`src/rtl/program_loader_pkg.sv`:
```
// Shared loader definitions: FSM encoding, frame geometry and the instruction width used by the core.
// Defining PROGRAM_LOADER_CHECKSUM_EN adds the trailing XOR CHECK state.
package program_loader_pkg;

  localparam int unsigned LOADER_WORD_BYTES  = 4;
  localparam int unsigned LOADER_LEN_BYTES   = 2;
  localparam int unsigned LOADER_INSTR_WIDTH = 28;

  typedef enum logic [2:0] {
    ST_IDLE,
    ST_LEN_HI,
    ST_LEN_LO,
    ST_DATA,
    ST_WRITE,
`ifdef PROGRAM_LOADER_CHECKSUM_EN
    ST_CHECK,
`endif
    ST_DONE,
    ST_ERR
  } loader_state_t;

endpackage

```
`src/rtl/byte_assembler.sv`:
```
// MSB-first 32-bit instruction assembler with a 2-bit byte index; last_byte flags that the
// next shifted byte completes the word.
module byte_assembler
  import program_loader_pkg::*;
(
  input  logic                           clk,
  input  logic                           rst_n,
  input  logic                           shift,
  input  logic                           clear,
  input  logic [7:0]                     data,
  output logic [LOADER_WORD_BYTES*8-1:0] word,
  output logic                           last_byte
);

  logic [1:0] idx;

  always_ff @(posedge clk or negedge rst_n) begin
    if (!rst_n) begin
      word <= '0;
      idx  <= '0;
    end else if (clear) begin
      word <= '0;
      idx  <= '0;
    end else if (shift) begin
      word <= {word[LOADER_WORD_BYTES*8-9:0], data};
      idx  <= idx + 2'd1;
    end
  end

  assign last_byte = (idx == 2'(LOADER_WORD_BYTES - 1));

endmodule

```
`src/rtl/program_loader.sv`:
```
// Framed byte-stream loader for the MiniAlu instruction memory; holds the core in reset until
// the image is loaded. Optional trailing checksum: PROGRAM_LOADER_CHECKSUM_EN.
module program_loader
  import program_loader_pkg::*;
#(
  parameter int ADDR_WIDTH  = 8,
  parameter int INSTR_WIDTH = LOADER_INSTR_WIDTH
) (
  input  logic                   Clock,
  input  logic                   Reset,
  input  logic                   iStart,
  input  logic [7:0]             iByte,
  input  logic                   iByteValid,
  output logic                   oByteReady,
  output logic                   oWriteEnable,
  output logic [ADDR_WIDTH-1:0]  oWriteAddress,
  output logic [INSTR_WIDTH-1:0] oWriteData,
  output logic                   oCpuReset,
  output logic                   oDone,
  output logic                   oError,
  output logic [15:0]            oWordCount
);

  localparam int unsigned CAPACITY = 1 << ADDR_WIDTH;

  loader_state_t                  state;
  logic [ADDR_WIDTH-1:0]          word_idx;
  logic                           first_byte;
  logic                           take;
  logic                           start_ok;
  logic                           last_word;
  logic [15:0]                    len_next;
  logic [LOADER_WORD_BYTES*8-1:0] asm_word;
  logic                           asm_last;
  logic                           unused_top_nibble;
`ifdef PROGRAM_LOADER_CHECKSUM_EN
  logic [7:0]                     csum;
`endif

  assign take      = iByteValid & oByteReady;
  assign start_ok  = iStart && (state == ST_IDLE || state == ST_DONE || state == ST_ERR);
  assign len_next  = {oWordCount[15:8], iByte};
  assign last_word = (32'(word_idx) + 32'd1 == 32'(oWordCount));

  byte_assembler u_asm (
    .clk       (Clock),
    .rst_n     (Reset),
    .shift     (take && state == ST_DATA),
    .clear     (start_ok || state == ST_WRITE),
    .data      (iByte),
    .word      (asm_word),
    .last_byte (asm_last)
  );

  // Address and data come straight from registers that are stable throughout WRITE.
  assign oWriteAddress     = word_idx;
  assign oWriteData        = asm_word[INSTR_WIDTH-1:0];
  assign unused_top_nibble = ^asm_word[LOADER_WORD_BYTES*8-1:INSTR_WIDTH];

  always_ff @(posedge Clock or negedge Reset) begin
    if (!Reset) begin
      state        <= ST_IDLE;
      oByteReady   <= 1'b0;
      oWriteEnable <= 1'b0;
      oCpuReset    <= 1'b1;
      oDone        <= 1'b0;
      oError       <= 1'b0;
      oWordCount   <= '0;
      word_idx     <= '0;
      first_byte   <= 1'b0;
`ifdef PROGRAM_LOADER_CHECKSUM_EN
      csum         <= '0;
`endif
    end else begin
      oWriteEnable <= 1'b0;
      case (state)
        ST_IDLE, ST_DONE, ST_ERR: begin
          if (iStart) begin
            state      <= ST_LEN_HI;
            oByteReady <= 1'b1;
            oDone      <= 1'b0;
            oError     <= 1'b0;
            oCpuReset  <= 1'b1;
            word_idx   <= '0;
          end
        end
        ST_LEN_HI: begin
          if (take) begin
            oWordCount[15:8] <= iByte;
            state            <= ST_LEN_LO;
`ifdef PROGRAM_LOADER_CHECKSUM_EN
            csum             <= iByte;
`endif
          end
        end
        ST_LEN_LO: begin
          if (take) begin
            oWordCount[7:0] <= iByte;
`ifdef PROGRAM_LOADER_CHECKSUM_EN
            csum            <= csum ^ iByte;
`endif
            if (32'(len_next) > CAPACITY) begin
              state      <= ST_ERR;
              oByteReady <= 1'b0;
              oError     <= 1'b1;
            end else if (len_next == 16'd0) begin
`ifdef PROGRAM_LOADER_CHECKSUM_EN
              state      <= ST_CHECK;
`else
              state      <= ST_DONE;
              oByteReady <= 1'b0;
              oDone      <= 1'b1;
              oCpuReset  <= 1'b0;
`endif
            end else begin
              state      <= ST_DATA;
              first_byte <= 1'b1;
            end
          end
        end
        ST_DATA: begin
          if (take) begin
            first_byte <= 1'b0;
`ifdef PROGRAM_LOADER_CHECKSUM_EN
            csum       <= csum ^ iByte;
`endif
            if (first_byte && iByte[7:4] != 4'd0) begin
              state      <= ST_ERR;
              oByteReady <= 1'b0;
              oError     <= 1'b1;
            end else if (asm_last) begin
              state        <= ST_WRITE;
              oByteReady   <= 1'b0;
              oWriteEnable <= 1'b1;
            end
          end
        end
        ST_WRITE: begin
          if (last_word) begin
`ifdef PROGRAM_LOADER_CHECKSUM_EN
            state      <= ST_CHECK;
            oByteReady <= 1'b1;
`else
            state     <= ST_DONE;
            oDone     <= 1'b1;
            oCpuReset <= 1'b0;
`endif
          end else begin
            word_idx   <= word_idx + 1'b1;
            state      <= ST_DATA;
            oByteReady <= 1'b1;
            first_byte <= 1'b1;
          end
        end
`ifdef PROGRAM_LOADER_CHECKSUM_EN
        ST_CHECK: begin
          if (take) begin
            oByteReady <= 1'b0;
            if (iByte == csum) begin
              state     <= ST_DONE;
              oDone     <= 1'b1;
              oCpuReset <= 1'b0;
            end else begin
              state  <= ST_ERR;
              oError <= 1'b1;
            end
          end
        end
`endif
        default: begin
          state      <= ST_IDLE;
          oByteReady <= 1'b0;
        end
      endcase
    end
  end

endmodule

```
`config.mk`:
```
export PLATFORM = sky130hd
export DESIGN_NAME = program_loader
export DESIGN_NICKNAME = d
export VERILOG_FILES = /design/src/rtl/program_loader_pkg.sv /design/src/rtl/byte_assembler.sv /design/src/rtl/program_loader.sv
export SDC_FILE = /design/constraint.sdc
export NUM_CORES = 1
export LEC_CHECK = 0
export BUFFER_PORTS_ARGS = -buffer_cell sky130_fd_sc_hd__clkbuf_2
export CORE_MARGIN = 5
export CORE_UTILIZATION = 51
export CTS_BUF_LIST = sky130_fd_sc_hd__clkbuf_2
export DETAILED_ROUTE_END_ITERATION = 10
export GPL_TIMING_DRIVEN = 1
export PLACE_DENSITY = 0.86
export RECOVER_POWER = 100
export SYNTH_ARGS = -nofsm -noshare
export SYNTH_HDL_FRONTEND = slang
export SYNTH_SLANG_ARGS = --single-unit
export TNS_END_PERCENT = 20
```
`constraint.sdc`:
```
create_clock -name Clock -period 2.27 [get_ports Clock]
set_clock_uncertainty 0.1 [all_clocks]
set_input_delay 0.1135 -clock Clock [delete_from_list [all_inputs] [get_ports Clock]]
set_output_delay 0.1135 -clock Clock [all_outputs]
set_load 0.03 [all_outputs]
```
======== Yosys cells after proc, flatten, opt, wreduce, memory -nomap -nowiden ========
Index checks and enable logic that the tools add are counted.
cells by class
  bitwise gates (word level) .............. 2
  reduce and logical (&&, ||, !) cells .... 23
  equality and inequality tests ........... 21
  $add $sub $neg .......................... 3
  $lt $le $gt $ge ......................... 1
  multiplexer cells ....................... 50
operator list
  cell                                                                              count
  28-bit 2-to-1 mux                                                                 2
  1-bit 2-to-1 mux                                                                  28
  3-bit 2-to-1 mux                                                                  9
  2-bit inequality test, second input constant                                      10
  6-bit AND reduction                                                               3
  9-bit by 16-bit equality test with 1-bit output                                   1
  16-bit by 9-bit greater-than comparator with 1-bit output, second input constant  1
  16-bit zero test                                                                  1
  8-bit 2-to-1 mux                                                                  2
  8-bit case mux with 2 select lines                                                1
  3-bit case mux with 5 select lines                                                1
  1-bit case mux with 3 select lines                                                4
  8-bit by 1-bit adder with 9-bit output, second input constant                     1
  3-bit equality test, second input constant                                        3
  3-bit nonzero test                                                                3
  8-bit by 1-bit adder with 8-bit output, second input constant                     1
  7-bit AND reduction                                                               1
  3-bit by 2-bit equality test with 1-bit output, second input constant             2
  1-bit case mux with 5 select lines                                                1
  5-bit AND reduction                                                               1
  2-bit 2-to-1 mux                                                                  2
  2-bit AND reduction                                                               2
  2-bit nonzero test                                                                2
  4-bit nonzero test                                                                1
  13 further kinds                                                                  17
storage, ports and cells
  output and inout bits ................... 57
  flip-flop bits (word level) ............. 63
  bits of input ports ..................... 12
  logic and storage cells ................. 112

======== Logic depth before layout (Yosys ltp) ========
Gate-level depths: netlist of run 1.
  word-level depth ........................ 6
  depth in mapped cells ................... 9
  gate-level depth less buffers ........... 7

======== Cells and area by module ========
From an unflattened synthesis of run 1, not the netlist that was laid out.
second synthesis, totals
  cell total of the unflattened synthesis .. 326
  area, all modules ....................... 3437.0 sq um
by module, submodules not included
  module          cells an instance  sequential area each (sq um)  area an instance (sq um)  times used
  program_loader  215                827.0                         2018.2                    1
  byte_assembler  111                850.8                         1418.9                    1

======== Worst setup path before layout of run 1 ========
OpenSTA, ideal clock, no wires.
  path kind ............................... reg2reg
  start point ............................. register word_idx[1] (netlist: oWriteAddress[1])
  end point ............................... register oDone
  slack ................................... -0.202 ns
  arrival time ............................ 2.304 ns
  library setup time ...................... 0.067 ns
  required time ........................... 2.103 ns
  stages on the path, launching flop included .. 10
  path buffers ............................ 2
  period minus slack after synthesis ...... 2.472 ns
  cell sequence ........................... dfrtp_1 > ha_1 > buf_2 > a21o_1 > a311oi_1 > nor3_2 > a2111oi_4 > buf_6 > or2b_4 > a32o_1
between the ends
  longest elaborated chain between the ends .. 4
ends and longest elaborated chain
  what                                             line                   source
  start, declared                                  program_loader.sv:27   logic [ADDR_WIDTH-1:0] word_idx;
  start signal, assigned                           program_loader.sv:149  word_idx <= word_idx + 1'b1;
  8-bit by 1-bit adder with 9-bit output           program_loader.sv:43   assign last_word = (32'(word_idx) + 32'd1 == 32'(oWordCount));
  9-bit by 16-bit equality test with 1-bit output  program_loader.sv:43
  2-bit inequality test (no source line)           --
  6-bit AND reduction (no source line)             --
  end signal, assigned                             program_loader.sv:66   oDone <= 1'b0;
  end signal, assigned                             program_loader.sv:81   oDone <= 1'b0;
  end signal, assigned                             program_loader.sv:112  oDone <= 1'b1;
  end, declared                                    program_loader.sv:19   output logic oDone,
No other way between the ends.
A chain may end at the register's enable or synchronous reset.

======== Worst setup path after layout of run 1 ========
  start point ............................. register word_idx[0] (netlist: oWriteAddress[0])
  end point ............................... register oDone
Same word-level chain as after synthesis.

==> flow_summary.yaml, run 1 <==
layout:
  regArea_sq_um: 1580
  drive_above_1_share: 0.219
  area_delta_synth_final_pct: 22.5
  n_antenna_cell: 0
  mostFrequentLayoutCells: "nand2_1, dfrtp_1, clkbuf_1"
  layout.cells.most_common: "nand2_1"
  final_nets: 456
  postLayoutCoreUtil: 0.639
  fillers: 525
  multi_input_comb_area_sq_um: 1640
worst_setup_path:
  r2r_setup_slack_ns: -0.03
  crit_buf_inv: 2
  end_kind: "flop"
  crit_chain: "buf_4 > nand3_2 > nor3_1 > o22ai_4 > a2111oi_4 > buf_6 > or2b_4 > a32o_1"
  cp_max_fo: 12
  crit_path_max_incr_delay_ns: 0.47
  worst_setup_path_start_kind: "flop"
  crit_required_ns: 2.61
  critPathTopFamily: "simple AND/OR/NAND/NOR gates"
  arrival_ns: 2.64
  critPathKind: "reg -> reg"
  slowest_stage: "dfrtp_2"
synthesis:
  synth_largest_area_cell: "dfrtp_1"
  seq_area_frac_synth: 0.479
  synth-seq-cells: 63
  synthSimpleGateAreaFrac: 0.213
  synth-main-ff-cell: "dfrtp_1"
  yosys_warnings: 0
  synth_top_area_share: 0.471
  synthAdderAreaFrac: 0.00760
  synthArstFlopShare: 1.00
  synth.area.top_cells: "dfrtp_1, nand2_1, a21oi_1"
  synth-compound-area-share: 0.177
  synth.area.mux_share: 0.0577
  synth_cell_types: 56
  syn-instance-count: 350
  synth_area_sq_um: 3290
  synth-edff-count: 0
  synth-xor-area-share: 0.0266
  syn_nets: 364
  syn_area_per_cell_sq_um: 9.41
  synth_top_family_by_area: "simple AND/OR/NAND/NOR gates"
flow_run:
  cap_violations: 0
sta:
  slew-limit-headroom: 0.382
  setup_viol: 4
  drv_slew: 0
  layout_min_cycle_time_ns: 2.30
  clock.fmax_mhz: 434
  hold_viol: 0
  rsz0062_at_grt: "yes"
  fin_ws_ns: -0.0339
  tightest_slew_ns: 0.927
  fin_tns_setup_ns: -0.0846
  min_period_over_period: 1.01
die:
  dieArea_sq_um: 8170
  die_x_um: 90.4
  io_pins: 69
  rows: 29
  initial_utilization: 0.522
  die_height_um: 90.4
  core-area_sq_um: 6310
grt:
  first_global_vias: 2965
  grt_max_degree: 38
  antenna_found_initial: 0
  grt_usage: 0.220
  gr-total-overflow: 0
  grt_first_pass_wirelength_mm: 14.7
outcome:
  status: "finished, violations left"
  violations: "setup timing"
pwr:
  p_leak_nw: 1.70
  powerDensity_nw_per_um2: 1230
  total_power_mw: 4.97
  vdd_ir_drop_max_v: 0.000989
place:
  dp_hpwl_mm: 6.25
  numPortBuffers: 68
  globalplace.congestion: 0.998
  pre_cts_ws_ns: -0.0286
clock_network:
  clkLatencyLatePin_ns: 0.50
  root_buffer: "clkbuf_2"
  cts_buffer_depth: 2
  clk_pin_slew_ns: 0.19
  cts_tree: "built"
  clock-sinks: 63
  cts_buffers: 9
  htreeDepth: 3
min_path:
  hold_path.class: "in -> async"
detailed_routing:
  remaining_drc_errors: 0
  wl_per_cell_um: 16.9
  first_pass_iters: 4
  wl_mm: 8.87
  vias: 3064
  drtIter0Drc: 319
  vias_per_cell: 5.85
  antenna_left: 0
[worst paths after layout]
kind,from,to,cells after the start
min,Reset,state[1]$_DFFE_PN0P_,3
max in group asynchronous,Reset,u_asm.word[2]$_DFFE_PN0P_,4
min in group Clock,iByte[6],u_asm.word[6]$_DFFE_PN0P_,4
max reg2reg,oWriteAddress[0]$_DFFE_PN0P_,oDone$_DFFE_PN0P_,8
min reg2reg,u_asm.word[14]$_DFFE_PN0P_,u_asm.word[22]$_DFFE_PN0P_,2
max,oWriteAddress[0]$_DFFE_PN0P_,oDone$_DFFE_PN0P_,8
[layer usage]
metal,share of wire,global-route usage
met5,0,0
met4,0.029,0.104
met3,0.047,0.0350
met2,0.50,0.351
met1,0.42,0.292
[cell usage after synthesis (all sizes together), types with 2 or more instances]
master and number:
nand2 82, dfrtp 62, a21oi 45, mux2 16, clkbuf 15, buf 8, o21ai 8, and2 7
and3 7, nor2 7, nor3 7, inv 5, nand3 5, nor4 5, xnor2 5, xor2 5
o211ai 4, or3 4, a21o 3, nand3b 3, nand4 3, o2111ai 3, o21a 3, o22ai 3
o31ai 3, a2111oi 2, a211oi 2, a21bo 2, a311oi 2, a31oi 2, ha 2, or4 2
or4b 2
[metrics by stage]
step           hold slack (ns)  cell area [sq um]  std cells
4_1_cts                0.00326               4040        523
3_3_place_gp            0.0885               3800        493
5_1_grt                  0.299               4040        524
6_report                 0.246               4040        524
2_1_floorplan           -0.282               3320        350
3_5_place_dp            0.0928               3800        493
[sequential cells by signal, indices dropped and copies added, names as in the netlist, 2 cells and up]
register,cells
oWriteAddress,8
u_asm.idx,2
oWordCount,16
state,3
u_asm.word,28
[report_power, final]
group | total (mW) | switching [mW] | internal (mW)
Combinational | 2.45 | 1.55 | 0.896
Sequential | 1.84 | 0.401 | 1.44
Clock | 0.681 | 0.426 | 0.255
Total | 4.97 | 2.38 | 2.59
[what timing repair did]
| action | CTS | global route |
|---|---|---|
| hold endpoints to repair | 61 | 1 |
| hold buffers | 10 | 1 |
| setup buffers | 4 | 0 |
| setup endpoints to repair | 5 | 14 |
| pin swaps | 0 | 1 |
| resized for setup | 1 | 11 |
[logic make-up (layout without fill, tap and decap cells)]
logic type,count (synthesis),after routing
and+or+nand+nor,142,142
AOI/OAI and AO/OA,88,88
DFF,63,63
buffers and inverters,28,125
muxes,17,17
xor gates and xnor gates,10,10
adders and majority gates,2,2
[worst reg2reg max path, stage by stage, from the launching register on]
cell	delay [ns]
dfrtp_2	0.47
buf_4	0.17
nand3_2	0.14
nor3_1	0.46
o22ai_4	0.15
a2111oi_4	0.26
buf_6	0.20
or2b_4	0.16
a32o_1	0.15
[cell type report]
cell class                      instances  share of cell area
Multi-Input combinational cell        259               0.407
Sequential cell                        63               0.392
Timing Repair Buffer                  104               0.144
Tap cell                               77              0.0239
Clock inverter                          6              0.0152
Clock buffer                           10              0.0124
Inverter                                5             0.00465
No activity file was read; power rests on OpenSTA's default activity.
==> run 2: changes to the inputs <==
--- a/config.mk
+++ b/config.mk
@@ -12,7 +12,6 @@
 export DETAILED_ROUTE_END_ITERATION = 10
 export GPL_TIMING_DRIVEN = 1
 export PLACE_DENSITY = 0.86
-export RECOVER_POWER = 100
 export SYNTH_ARGS = -nofsm -noshare
 export SYNTH_HDL_FRONTEND = slang
 export SYNTH_SLANG_ARGS = --single-unit
==> run 2 against run 1 <==
Compared with the run above:
- the flow still finishes with violations (setup timing)
- highest routed layer unchanged
- largest cell class unchanged
- worst setup slack gained 0.032 ns
- register-to-register slack gained 0.03 ns
- die area is the same
==> flow_summary.yaml, run 2 (synthesis results as in run 1) <==
layout:
  final_nets: 456
  n_antenna_cell: 0
  regArea_sq_um: 1580
  multi_input_comb_area_sq_um: 1640
  fillers: 490
  design_area_sq_um: 4100
  area_delta_synth_final_pct: 24.5
  top_register: "u_asm.word"
  layout.cells.most_common: "nand2_1"
  drive_above_1_share: 0.331
  mostFrequentLayoutCells: "nand2_1, clkbuf_2, dfrtp_1"
  largest_reg_flops: 28
worst_setup_path:
  slowest_stage: "dfrtp_2"
  crit_required_ns: 2.60
  end_kind: "flop"
  reg2reg_from: "oWriteAddress[1]$_DFFE_PN0P_"
  critPathKind: "reg -> reg"
  cpMostUsedCell: "buf_6"
  r2r_end: "oDone$_DFFE_PN0P_"
  worst_setup_path_start_kind: "flop"
  cp_max_fo: 12
  r2r_setup_slack_ns: -0.002
  arrival_ns: 2.61
  crit_chain: "buf_6 > buf_4 > a21o_1 > a311oi_2 > nor3_2 > a2111oi_4 > buf_6 > or2b_4 > a32o_1"
  crit_path_max_incr_delay_ns: 0.48
  r2r_cells: 9
sta:
  fin_ws_ns: -0.00158
  layout_min_cycle_time_ns: 2.27
  drv_slew: 0
  clock.fmax_mhz: 440
  min_period_over_period: 1.00
  hold_viol: 0
  tightest_slew_ns: 0.553
  rsz0062_at_grt: "yes"
  slew-limit-headroom: 0.631
  setup_viol: 1
detailed_routing:
  first_pass_iters: 5
  vias: 3102
  met3WireLength_um: 444
  antenna_left: 0
  remaining_drc_errors: 0
  wl_mm: 8.90
  wl_per_cell_um: 17.0
  routed.top_layer: "met4"
  drtIter0Drc: 320
  met1_length_mm: 3.76
  wl_met2_mm: 4.46
  vias_per_cell: 5.92
clock_network:
  clock-sinks: 63
  htreeDepth: 3
  cts_buffers: 9
  clkLatencyLatePin_ns: 0.51
  cts_buffer_depth: 2
  cts_tree: "built"
  clk_pin_slew_ns: 0.19
  root_buffer: "clkbuf_2"
die:
  rows: 29
  initial_utilization: 0.522
  core-area_sq_um: 6310
  die_height_um: 90.4
  dieArea_sq_um: 8170
  die_x_um: 90.4
  io_pins: 69
min_path:
  hold_path.class: "in -> async"
outcome:
  status: "finished, violations left"
  violations: "setup timing"
pwr:
  vdd_ir_drop_max_v: 0.00103
  powerDensity_nw_per_um2: 1230
  total_power_mw: 5.03
  p_leak_nw: 1.86
place:
  dp_hpwl_mm: 6.25
  globalplace.congestion: 0.998
  place_area_sq_um: 3800
  pre_cts_ws_ns: -0.0286
  numPortBuffers: 68
grt:
  grt_usage: 0.220
  grt_first_pass_wirelength_mm: 14.7
  gr-total-overflow: 0
  antenna_found_initial: 0
  grt_max_degree: 38
  first_global_vias: 2965
flow_run:
  cap_violations: 0
==> run 2: how the worst max path moves through the flow <==
stage                                  from                           end  slack, ns  cells after the start
6_report       oWriteAddress[1]$_DFFE_PN0P_             oDone$_DFFE_PN0P_     -0.002                      9
5_1_grt        oWriteAddress[1]$_DFFE_PN0P_             oDone$_DFFE_PN0P_      -0.14                      9
4_1_cts        oWriteAddress[6]$_DFFE_PN0P_  oWriteAddress[2]$_DFFE_PN0P_      0.004                      7
3_5_place_dp   oWriteAddress[1]$_DFFE_PN0P_  oWriteAddress[2]$_DFFE_PN0P_      -0.03                      8
3_3_place_gp   oWriteAddress[1]$_DFFE_PN0P_  oWriteAddress[6]$_DFFE_PN0P_       0.07                      8
2_1_floorplan  oWriteAddress[1]$_DFFE_PN0P_             oDone$_DFFE_PN0P_     -0.006                      9
==> run 2: through the flow <==
step / hold WS [ns] / util / TNS, ns / std cells
after global routing: 0.0950 / 0.650 / -0.924 / 524
after detailed placement: 0.0928 / 0.602 / -0.0446 / 493
after floorplan: -0.282 / - / -0.00568 / 350
after global placement: 0.0885 / 0.602 / 0 / 493
final: 0.0710 / 0.650 / -0.00158 / 524
after CTS: 0.00326 / 0.640 / 0 / 523
==> run 2: per-layer routing <==
metal  GRT usage  vias up
met4       0.104        0
met1       0.292     1532
met3      0.0350       24
met5           0        -
met2       0.351      115
li1            -     1431
==> run 2: report_power, final <==
part           switching, mW  internal (mW)  leakage (nW)
clock                  0.425          0.255        0.0717
combinational           1.55          0.955         0.967
sequential             0.405           1.44         0.819
==> run 2: repair_timing <==
action                     in CTS  in global routing
cloned                          0                  0
setup buffers                   4                  0
pin swaps                       0                  1
hold buffers                   10                  1
hold endpoints to repair       61                  1
setup endpoints to repair       5                 14
resized for setup               1                 11
==> run 2: critical path, delay by kind of cell, from the launching register on <==
kind / cells / cell delay (ns)
compound gates: 4 / 0.92
flops: 1 / 0.48
buf+inv: 3 / 0.46
simple gates: 2 / 0.26
==> run 2: cell type report <==
class                      instances  share of cell area
tap                               77              0.0235
inverter                           5             0.00457
sequential                        63               0.386
multi-input combinational        259               0.401
clock buffer                      10              0.0122
clock inverter                     6              0.0149
timing repair buffer             104               0.158
==> run 3: changes to the inputs <==
==> constraint.sdc (replaced) <==
create_clock -name Clock -period 2.27 [get_ports Clock]
set_clock_uncertainty 0.1 [all_clocks]
set_input_delay 0.227 -clock Clock [delete_from_list [all_inputs] [get_ports Clock]]
set_output_delay 0.227 -clock Clock [all_outputs]
set_load 0.03 [all_outputs]
==> run 3 against run 2 <==
Compared with the run above:
- the flow still finishes with violations (setup timing)
- register-to-register slack hardly changed
- worst setup slack worse by 0.0073 ns
- flip-flop and latch count stayed put
- critical path type unchanged
==> flow_summary.yaml, run 3 (synthesis results as in run 1) <==
sta:
  slew-limit-headroom: 0.538
  rsz0062_at_grt: "yes"
  layout_min_cycle_time_ns: 2.28
  tightest_slew_ns: 0.693
  hold_viol: 0
  drv_slew: 0
  setup_viol: 1
  fin_ws_ns: -0.00886
  min_period_over_period: 1.00
  fin_tns_setup_ns: -0.00886
  clock.fmax_mhz: 439
detailed_routing:
  remaining_drc_errors: 0
  first_pass_iters: 6
  wl_mm: 8.65
  vias: 3084
  drtIter0Drc: 337
  antenna_left: 0
  vias_per_cell: 5.89
  wl_per_cell_um: 16.5
flow_run:
  cap_violations: 0
worst_setup_path:
  r2r_cells: 8
  end_kind: "flop"
  arrival_ns: 2.61
  r2r_setup_slack_ns: -0.009
  reg2reg_from: "oWriteAddress[1]$_DFFE_PN0P_"
  crit_required_ns: 2.60
  cp_max_fo: 12
  worst_setup_path_start_kind: "flop"
  r2r_end: "oDone$_DFFE_PN0P_"
  critPathKind: "reg -> reg"
outcome:
  status: "finished, violations left"
  violations: "setup timing"
pwr:
  powerDensity_nw_per_um2: 1230
  p_leak_nw: 1.86
  vdd_ir_drop_max_v: 0.000902
clock_network:
  clock-sinks: 63
  root_buffer: "clkbuf_2"
  htreeDepth: 3
  cts_buffer_depth: 2
  cts_tree: "built"
  clk_pin_slew_ns: 0.17
  cts_buffers: 9
  clkLatencyLatePin_ns: 0.49
grt:
  gr-total-overflow: 0
  grt_usage: 0.208
  grt_max_degree: 41
  antenna_found_initial: 0
  grt_first_pass_wirelength_mm: 14.1
  first_global_vias: 2832
layout:
  layout.cells.most_common: "nand2_1"
  design_area_sq_um: 4110
  n_antenna_cell: 0
  drive_above_1_share: 0.336
  final_nets: 456
  mostFrequentLayoutCells: "nand2_1, clkbuf_2, dfrtp_1"
  area_delta_synth_final_pct: 24.8
  largest_reg_flops: 28
  postLayoutCoreUtil: 0.651
  top_register: "u_asm.word"
place:
  dp_hpwl_mm: 6.10
  numPortBuffers: 68
  globalplace.congestion: 0.899
  place_area_sq_um: 3800
die:
  die_x_um: 90.4
  die_height_um: 90.4
  initial_utilization: 0.522
  core-area_sq_um: 6310
  dieArea_sq_um: 8170
  rows: 29
  io_pins: 69
min_path:
  hold_path.class: "in -> reg"
  holdCritStartpoint: "iStart"
  hold_depth: 5
  whs_endpoint: "oCpuReset$_DFFE_PN1P_"
## run 3: cell types whose count changed in the layout (fill, tap and decap cells not counted), sizes merged
cell and delta:
inv +1, clkinv -1, buf +2, dlygate4sd3 -2
## run 3: report_power, final
part | internal [mW] | switching (mW) | total (mW)
logic | 0.971 | 1.58 | 2.55
clock network | 0.255 | 0.416 | 0.672
registers | 1.44 | 0.388 | 1.82
total | 2.66 | 2.39 | 5.05
## run 3: worst max path at each step
stage,start,endpoint,cells past startpoint
2_1_floorplan,oWriteAddress[1]$_DFFE_PN0P_,oDone$_DFFE_PN0P_,9
3_5_place_dp,oWriteAddress[1]$_DFFE_PN0P_,oWriteAddress[6]$_DFFE_PN0P_,8
4_1_cts,oWriteAddress[1]$_DFFE_PN0P_,oDone$_DFFE_PN0P_,8
3_3_place_gp,oWriteAddress[1]$_DFFE_PN0P_,oWriteAddress[6]$_DFFE_PN0P_,8
5_1_grt,oWriteAddress[1]$_DFFE_PN0P_,oDone$_DFFE_PN0P_,8
6_report,oWriteAddress[1]$_DFFE_PN0P_,oDone$_DFFE_PN0P_,8
## run 3: layout make-up
class	count	area, sq um
timing repair buffer	104	657
multi-input combinational	259	1650
sequential	63	1580
clock inverter	6	60.1
inverter	5	18.8
tap	77	96.3
clock buffer	10	50.0
fill	497	2200
## run 3: critical path, cell delays in order, from the launching register on
cell	delay, ns
dfrtp_2	0.47
buf_4	0.15
nand2_1	0.08
nor4_2	0.28
o2111ai_1	0.21
a2111oi_4	0.42
buf_6	0.20
or2b_4	0.16
a32o_1	0.16
## run 3: repair_timing
action                                  CTS  global route
hold buffers                              9             0
pin swaps                                 1             1
buffers inserted                          2             5
gates cloned                              0             0
resized for setup                         5             9
endpoints found under the hold margin    46             0
endpoints found under the setup margin   11            14
## run 3: through the flow
step	worst slack, ns	hold WS (ns)	instances	total power, mW
floorplan	-0.00568	-0.169	350	3.50
global placement	0.0438	0.194	492	4.16
detailed placement	-0.0345	0.197	492	4.24
CTS	0.00397	0.113	519	4.97
global route	-0.0641	0.121	524	5.33
finish	-0.00886	0.130	524	5.05
## run 3: per-layer routing
layer / GRT usage / part of all wire
met1: 0.273 / 0.41
met2: 0.331 / 0.49
met3: 0.0475 / 0.069
met4: 0.0856 / 0.027
met5: 0 / 0
